## config.mk

```make
export PLATFORM = sky130hd
export DESIGN_NAME = eco32f_divider_flat
export DESIGN_NICKNAME = d
export VERILOG_FILES = /design/src/rtl/eco32f_divider_if.sv /design/src/rtl/eco32f_divider.sv /design/src/flat_wrapper.sv
export SDC_FILE = /design/constraint.sdc
export NUM_CORES = 1
export LEC_CHECK = 0
export CAP_MARGIN = 15
export CORE_MARGIN = 1.5
export CORE_UTILIZATION = 25
export CTS_BUF_LIST = sky130_fd_sc_hd__clkbuf_4 sky130_fd_sc_hd__clkbuf_8
export DETAILED_ROUTE_END_ITERATION = 10
export RECOVER_POWER = 100
export SYNTH_ARGS = -nofsm -noshare
export SYNTH_HDL_FRONTEND = slang
export SYNTH_SLANG_ARGS = --single-unit
export TNS_END_PERCENT = 100
```

## constraint.sdc

```tcl
create_clock -name clk -period 7.5 [get_ports clk]
set_clock_uncertainty 0.15 [all_clocks]
set_input_delay 1.125 -clock clk [delete_from_list [all_inputs] [get_ports clk]]
set_output_delay 1.125 -clock clk [all_outputs]
set_load 0.01 [all_outputs]
```

## src/rtl/eco32f_divider_if.sv

```systemverilog
// Execute-stage <-> divider handshake: decoded op flags and operands in, stall/result/exception out.
// The execute stage takes the master side; the divider takes the slave side.
interface eco32f_divider_if;
  logic        ex_op_div;
  logic        ex_op_rem;
  logic        ex_signed_div;
  logic [31:0] ex_dividend;
  logic [31:0] ex_divisor;
  logic        ex_advance;
  logic        ex_flush;
  logic        div_stall;
  logic [31:0] div_result;
  logic        div_done;
  logic        div_exc_zero;

  modport master (
    output ex_op_div, ex_op_rem, ex_signed_div, ex_dividend, ex_divisor, ex_advance, ex_flush,
    input  div_stall, div_result, div_done, div_exc_zero
  );

  modport slave (
    input  ex_op_div, ex_op_rem, ex_signed_div, ex_dividend, ex_divisor, ex_advance, ex_flush,
    output div_stall, div_result, div_done, div_exc_zero
  );
endinterface

```

## src/rtl/eco32f_divider.sv

```systemverilog
// Restoring shift-subtract divide/remainder, one quotient bit per cycle; 33 stalled cycles per op,
// 1 for divide-by-zero. Result is held in DONE until execute advances; flush aborts from any state.
module eco32f_divider (
  input  logic             clk,
  input  logic             rst,
  eco32f_divider_if.slave  bus
);

  typedef enum logic [1:0] {IDLE, RUN, DONE} state_t;

  state_t      state, state_nxt;
  logic        req, start, zero_div;
  logic [31:0] x_mag, y_mag;
  logic [31:0] rem, quot, dvs;
  logic [4:0]  count;
  logic        q_neg, r_neg, sel_rem;
  logic [32:0] trial;
  logic        ge;
  logic [31:0] rem_nxt, quot_nxt, q_fin, r_fin;
  logic [31:0] result;
  logic        done, exc_zero;

  assign req = bus.ex_op_div | bus.ex_op_rem;

  assign x_mag = (bus.ex_signed_div && bus.ex_dividend[31]) ? (~bus.ex_dividend + 32'd1) : bus.ex_dividend;
  assign y_mag = (bus.ex_signed_div && bus.ex_divisor[31])  ? (~bus.ex_divisor + 32'd1)  : bus.ex_divisor;

  // trial is 33 bits: doubling a remainder just below a large divisor can carry out of bit 31
  assign trial    = {rem, quot[31]};
  assign ge       = trial[32] | (trial[31:0] >= dvs);
  assign rem_nxt  = ge ? (trial[31:0] - dvs) : trial[31:0];
  assign quot_nxt = {quot[30:0], ge};
  assign q_fin    = q_neg ? (~quot_nxt + 32'd1) : quot_nxt;
  assign r_fin    = r_neg ? (~rem_nxt + 32'd1) : rem_nxt;

  always_ff @(posedge clk or negedge rst) begin
    if (!rst) state <= IDLE;
    else      state <= state_nxt;
  end

  always_comb begin
    state_nxt = state;
    start     = 1'b0;
    zero_div  = 1'b0;
    if (bus.ex_flush) begin
      state_nxt = IDLE;
    end else begin
      case (state)
        IDLE: if (req) begin
          if (bus.ex_divisor == 32'd0) begin
            zero_div  = 1'b1;
            state_nxt = DONE;
          end else begin
            start     = 1'b1;
            state_nxt = RUN;
          end
        end
        RUN:  if (count == 5'd31) state_nxt = DONE;
        DONE: if (bus.ex_advance) state_nxt = IDLE;
        default: state_nxt = IDLE;
      endcase
    end
  end

  always_ff @(posedge clk or negedge rst) begin
    if (!rst) begin
      rem      <= '0;
      quot     <= '0;
      dvs      <= '0;
      count    <= '0;
      q_neg    <= 1'b0;
      r_neg    <= 1'b0;
      sel_rem  <= 1'b0;
      result   <= '0;
      done     <= 1'b0;
      exc_zero <= 1'b0;
    end else if (bus.ex_flush) begin
      result   <= '0;
      done     <= 1'b0;
      exc_zero <= 1'b0;
    end else if (zero_div) begin
      result   <= '0;
      done     <= 1'b1;
      exc_zero <= 1'b1;
    end else if (start) begin
      rem     <= '0;
      quot    <= x_mag;
      dvs     <= y_mag;
      count   <= '0;
      q_neg   <= bus.ex_signed_div & (bus.ex_dividend[31] ^ bus.ex_divisor[31]);
      r_neg   <= bus.ex_signed_div & bus.ex_dividend[31];
      sel_rem <= bus.ex_op_rem;
    end else if (state == RUN) begin
      rem   <= rem_nxt;
      quot  <= quot_nxt;
      count <= count + 5'd1;
      if (count == 5'd31) begin
        result <= sel_rem ? r_fin : q_fin;
        done   <= 1'b1;
      end
    end else if (state == DONE && bus.ex_advance) begin
      done     <= 1'b0;
      exc_zero <= 1'b0;
    end
  end

  assign bus.div_stall    = req & (state != DONE) & ~bus.ex_flush;
  assign bus.div_result   = result;
  assign bus.div_done     = done;
  assign bus.div_exc_zero = exc_zero;

endmodule

```

## src/flat_wrapper.sv

```systemverilog
// flat-port wrapper written by rule: the top's interface ports become plain ports
module eco32f_divider_flat 
  (clk, rst, bus_ex_op_div, bus_ex_op_rem, bus_ex_signed_div, bus_ex_dividend, bus_ex_divisor, bus_ex_advance, bus_ex_flush, bus_div_stall, bus_div_result, bus_div_done, bus_div_exc_zero);
  eco32f_divider_if bus_i ();
  input  logic clk;
  input  logic rst;
  input wire logic [$bits(bus_i.ex_op_div)-1:0] bus_ex_op_div;
  input wire logic [$bits(bus_i.ex_op_rem)-1:0] bus_ex_op_rem;
  input wire logic [$bits(bus_i.ex_signed_div)-1:0] bus_ex_signed_div;
  input wire logic [$bits(bus_i.ex_dividend)-1:0] bus_ex_dividend;
  input wire logic [$bits(bus_i.ex_divisor)-1:0] bus_ex_divisor;
  input wire logic [$bits(bus_i.ex_advance)-1:0] bus_ex_advance;
  input wire logic [$bits(bus_i.ex_flush)-1:0] bus_ex_flush;
  output wire logic [$bits(bus_i.div_stall)-1:0] bus_div_stall;
  output wire logic [$bits(bus_i.div_result)-1:0] bus_div_result;
  output wire logic [$bits(bus_i.div_done)-1:0] bus_div_done;
  output wire logic [$bits(bus_i.div_exc_zero)-1:0] bus_div_exc_zero;
  assign bus_i.ex_op_div = bus_ex_op_div;
  assign bus_i.ex_op_rem = bus_ex_op_rem;
  assign bus_i.ex_signed_div = bus_ex_signed_div;
  assign bus_i.ex_dividend = bus_ex_dividend;
  assign bus_i.ex_divisor = bus_ex_divisor;
  assign bus_i.ex_advance = bus_ex_advance;
  assign bus_i.ex_flush = bus_ex_flush;
  assign bus_div_stall = bus_i.div_stall;
  assign bus_div_result = bus_i.div_result;
  assign bus_div_done = bus_i.div_done;
  assign bus_div_exc_zero = bus_i.div_exc_zero;
  eco32f_divider u_core (.clk(clk), .rst(rst), .bus(bus_i));
endmodule
```

* Word-level counts from Yosys, hierarchy flattened
Index checks and enable logic that the tools add are counted.
Word-level totals: register bits 140, input bits 71, output and inout bits 35, word-level logic and storage cells 98
Cells by class: add/subtract/negate cells 6, magnitude comparators 1, eq/ne operators 10, multiplexer cells 41, bitwise logic cells 13, reductions and logical operators 16
Operator list (count):
- 32-bit two-way mux | 15
- 32-bit by 1-bit adder with 32-bit output, second input constant | 4
- 32-bit inverter | 4
- 32-bit >= comparator | 1
- 32-bit zero test | 1
- 32-bit subtractor | 1
- 1-bit two-way mux | 18
- 3-bit AND reduction | 6
- 2-bit two-way mux | 5
- 5-bit two-way mux | 2
- 3-bit by 2-bit inequality test with 1-bit output, second input constant | 3
- 3-bit nonzero test | 3
- 3-bit inequality test, second input constant | 2
- 2-bit one-hot mux with 3 select lines | 1
- 5-bit by 1-bit adder with 5-bit output, second input constant | 1
- 5-bit equality test, second input constant | 1
- 1-bit bitwise AND | 4
- 4-bit by 2-bit inequality test with 1-bit output, second input constant | 1
- 4-bit nonzero test | 1
- 1-bit logical AND | 3
- 2-bit by 1-bit equality test with 1-bit output, second input constant | 1
- 2-bit equality test, second input constant | 1
- 2-bit zero test | 1
- 2-bit inequality test, second input constant | 1
- other kinds (4) | 6

* Longest topological paths before layout
depth after elaboration 12, mapped depth 25, depth with buffers taken out 21

* Least setup slack after synthesis
No wires, ideal clock.
path kind reg2reg, start point register u_core.quot[31], end point register u_core.result[16] (netlist: u_core.bus.div_result[16]), arrival time 4.691 ns, data required time 7.228 ns, setup slack 2.537 ns, cell stages (with the launch flop) 25, buffers on the path 3, period minus slack after synthesis 4.963 ns, cells stage by stage dfrtp_1 > inv_1 > ha_1 > fa_1 > nand2b_1 > a211oi_1 > o2111a_1 > o21ai_2 > nand3_4 > buf_2 > buf_2 > buf_1 > nand2_1 > o21ai_0 > ha_1 > nand2_1 > or3_1 > or4_1 > nor4_1 > a41oi_1 > inv_1 > a31o_2 > xnor2_1 > a21oi_1 > a32o_1
On the way: longest elaborated chain between the ends 12, elaborated cells between the ends (all ways) 16, classes of those cells add/sub: 3; order compare: 1; mux: 9; bitwise: 3
RTL lines:
- from (decl) | RTL line eco32f_divider.sv:14 | logic [31:0] rem, quot, dvs;
- from (signal assigned) | RTL line eco32f_divider.sv:87 | quot <= x_mag;
- from (signal assigned) | RTL line eco32f_divider.sv:95 | quot <= quot_nxt;
- 32-bit >= comparator | RTL line eco32f_divider.sv:30 | assign ge = trial[32] | (trial[31:0] >= dvs);
- 1-bit bitwise OR | RTL line eco32f_divider.sv:30
- 32-bit two-way mux | RTL line eco32f_divider.sv:31 | assign rem_nxt = ge ? (trial[31:0] - dvs) : trial[31:0];
- 32-bit inverter | RTL line eco32f_divider.sv:34 | assign r_fin = r_neg ? (~rem_nxt + 32'd1) : rem_nxt;
- 32-bit by 1-bit adder with 32-bit output | RTL line eco32f_divider.sv:34
- 32-bit two-way mux | RTL line eco32f_divider.sv:34
- 32-bit two-way mux (*) | RTL line eco32f_divider.sv:98 | result <= sel_rem ? r_fin : q_fin;
- 32-bit two-way mux (*) | RTL line eco32f_divider.sv:97 | if (count == 5'd31) begin
- 32-bit two-way mux (*) | RTL line eco32f_divider.sv:93 | end else if (state == RUN) begin
- 32-bit two-way mux (*) | RTL line eco32f_divider.sv:85 | end else if (start) begin
- 32-bit two-way mux (*) | RTL line eco32f_divider.sv:81 | end else if (zero_div) begin
- 32-bit two-way mux (*) | RTL line eco32f_divider.sv:77 | end else if (bus.ex_flush) begin
- to (signal assigned) | RTL line eco32f_divider.sv:98
- to (decl) | RTL line eco32f_divider.sv:20 | logic [31:0] result;
Mark *: on every way between the ends. The rest lies on a longest branch, timed or not. The select of a mux whose other input is x is not followed. A chain may end at the register's enable or synchronous reset.

* Final worst setup path
start point input port bus_ex_divisor[2], end point register u_core.dvs[31]
On the way: longest elaborated chain between the ends 7, elaborated cells between the ends (all ways) 14, classes of those cells add/sub: 1; mux: 9; bitwise: 2; reduce/logical: 2
RTL lines:
- from (decl) | RTL line flat_wrapper.sv:11 | input wire logic [$bits(bus_i.ex_divisor)-1:0] bus_ex_divisor;
- branches (longest 7 deep; another with 32-bit by 1-bit adder with 32-bit output)
- to (signal assigned) | RTL line eco32f_divider.sv:88 | dvs <= y_mag;
- to (decl) | RTL line eco32f_divider.sv:14
Several ways; the timed one is not identified.

==> metrics <==
outcome=finished with violations; failing checks=max-capacitance violations, max-slew violations; pin count of the biggest net entering global routing=81; Clk Latency, worst-skew pair=0.49 ns; Die Wd=213.4 um; gr usage total=0.1642; Rows=76; vias in the first global route=10010; H-tree levels=4; Vias=10700; layout cells sized above 1=0.04096; Final Cycle Share=0.8144; startpoint type of the worst setup path=input port; nets=1562; synthesized cell area=11070 um^2; clock sink total=140; P_leak=~5.2 nW; syn nets=1505; Fill cells=4714; Post-CTS Setup Inserts=0; RePlAce Congestion=0.8998; MaxCap Viol Count=2; Longest Clk Path Bufs=2; Initial Util=0.2553; Cell variety after synth=74; leading area contributor after synthesis=dfrtp_1; FFs w/ async S/R, synth=1.000; PwrDens=283.9 nW/um^2; worst path cell trace=dlygate4sd3_1, nor3_1, nand3b_1, or4_1, nor3_1, nand2_1, nor3_1, nor4_1, nor2b_1, clkbuf_1, nand3_1, o21ai_0; min cycle time layout=6.108 ns; design area=12990 um^2; drc violations=0; WL/cell=between 15 and 20 um; drt pass-1 iters=7; Worst R2R Start=u_core.rem[14]; Via density=roughly 5.2; share of Yosys cell area claimed by the top area cell type=0.3165; main area contributors after synthesis=dfrtp_1 (32%), o21ai_0 (7.8%), xnor2_1 (7.1%), nand2_1 (5.7%), ha_1 (4.3%); Final HPWL DP=29.13 mm; beginning of the critical path=bus_ex_divisor[2]; hold_buf cts=0; arrival time of the worst setup path=6.23 ns; r2r endpoint=u_core.bus.div_result[30]; DRT iter0 DRCs=between 700 and 800; Root Driver=clkbuf_8; core box area=43360 um^2; sequential area share after synthesis=0.3165; unrepaired setup endpoints after global routing=no; R2R cell count=17; Most common cell on crit path=nor3_1; ANT nets after route=0; Avg Cell Area, Syn=approximately 7.9 um^2; Primary FF master, synth=dfrtp_1; WHS Endpoint=u_core.bus.div_result[0]; HP Start=u_core.bus.div_result[0]; max-slew violation count=131; setup total negative slack=0 ns; initial antenna violation count=1; Syn Inst Count=1395; Post-synth top cells=o21ai_0 (172), nand2_1 (167), dfrtp_1 (140); # diodes=0; CTS tree=built; TritonCTS Buffers=17; most numerous cell in the Yosys netlist=o21ai_0; PostCTS Resize Cnt=0; Pwr Total=approximately 0.0037 W; critical path class=in -> reg; CTS clk-pin slew, worst paths=about 0.080 ns; number of synthesized register bits=140; YS warnings=0; R2R Setup Slk=between 1.5 and 2 ns; WHS Path Cells=2; number of I/O pins=about 110; placed cell area=12630 um^2; slew margin rel.=-1.893; first-pass GRT wire length=57.79 mm; WL met2=17.64 mm; Min-Delay Path Class=reg -> reg; Slew @ Worst Pin=4.340 ns; met3 WL=about 1.8 mm; IO Port Bufs=~110; Metal-1 WL=~17 mm; total congestion overflow=0; critical path fanouts, max=between 50 and 60; drt total wl=37.35 mm; final setup violation count=0; die height=213.4 um; Slowest-stage cell, CP=nor3_1; max layer used=met4; Post-synth EDFFs=0; Layout area overhead=17.35%; Final Hold Viols=0; Worst VDD drop=157.5 uV; die area=45540 um^2; endpoint class of the critical path=flop; Critical Path Max Stage Delay=0.80 ns; CP required=between 7 and 8 ns; Max Clock Freq=163.7 MHz
## state kept, by name, indices dropped and copies added (netlist names)
| name | cells |
|---|---|
| u_core.count | 5 |
| u_core.bus.div_done | 1 |
| u_core.quot | 32 |
| u_core.sel_rem | 1 |
| u_core.bus.div_result | 32 |
| u_core.q_neg | 1 |
| u_core.bus.div_exc_zero | 1 |
| u_core.r_neg | 1 |
| u_core.rem | 32 |
| u_core.state | 2 |
| u_core.dvs | 32 |
## metrics by stage
stage / setup WS [ns] / std cells / hold WS [ns] / util
after detailed placement: 1.769 / 2017 / 0.3266 / 0.2912
after floorplan: 2.537 / 1395 / 0.2998 / -
final: 1.392 / 2050 / 0.3346 / 0.2995
after global routing: 1.059 / 2050 / 0.3633 / 0.2995
after global placement: 1.893 / 2017 / 0.3176 / 0.2912
after CTS: 2.249 / 2049 / 0.3450 / 0.3004
## report_power, final
part / total, W / switching [W] / internal [W]
Clock: 0.000636 / 0.000353 / 0.000284
Combinational: 0.00199 / 0.00126 / 0.000735
Sequential: 0.00106 / 0.000182 / 0.000879
## per-layer routing
metal  track usage  vias up
li1              -     5172
met2        0.2672      268
met5             0        -
met4       0.03837        0
met3       0.02270       33
met1        0.2296     5231
## how the worst max path moves through the flow
stage,cells past startpoint,slack (ns),endpoint
global route,12,1.06,u_core.dvs[31]
CTS,17,2.25,u_core.bus.div_result[28]
global placement,13,1.89,u_core.quot[0]
floorplan,24,2.54,u_core.bus.div_result[16]
detailed placement,13,1.77,u_core.quot[0]
finish,12,1.39,u_core.dvs[31]
## placed cells by master (no fill, tap or decap), types with 14 or more instances in the layout
cell type and count:
nand2_1 166, or3_1 15, inv_1 51, nor2_1 109, clkbuf_8 18, xor2_1 51, o31ai_1 33, nand2b_1 20
dlygate4sd3_1 36, mux2i_1 23, o21ai_0 176, nand3_1 48, ha_1 38, a21oi_1 81, nor3_1 28, a31oi_1 21
a22oi_1 21, xnor2_1 90, or4_1 19, o41ai_1 14, nand4_1 23, a221o_1 14, clkdlybuf4s50_1 68, dfrtp_1 140
## final cells by class
type                            count  area [um^2]  area share
Tap cell                          585        732.0     0.05635
Clock buffer                       18        247.7     0.01907
Inverter                           52        197.7     0.01522
Timing Repair Buffer              116         1116     0.08593
Multi-Input combinational cell   1125         7042      0.5421
Clock inverter                     14        150.1     0.01156
Sequential cell                   140         3503      0.2697
## worst max-delay path: cells and delay by family
family                 cells  cell delay (ns)
AND/OR/NAND/NOR            9             3.55
buffers and inverters      2             1.39
AO/OA/AOI/OAI              1             0.12
## logic make-up after synthesis
kind of cell    count (synthesis)  synth area share
compound gates                441            0.2498
fa+ha+maj                      39           0.04477
flops                         140            0.3165
simple gates                  478            0.2063
buf+inv                       130           0.04714
mux                            26           0.02385
xor+xnor                      141            0.1116
No activity file was read; power rests on OpenSTA's default activity.
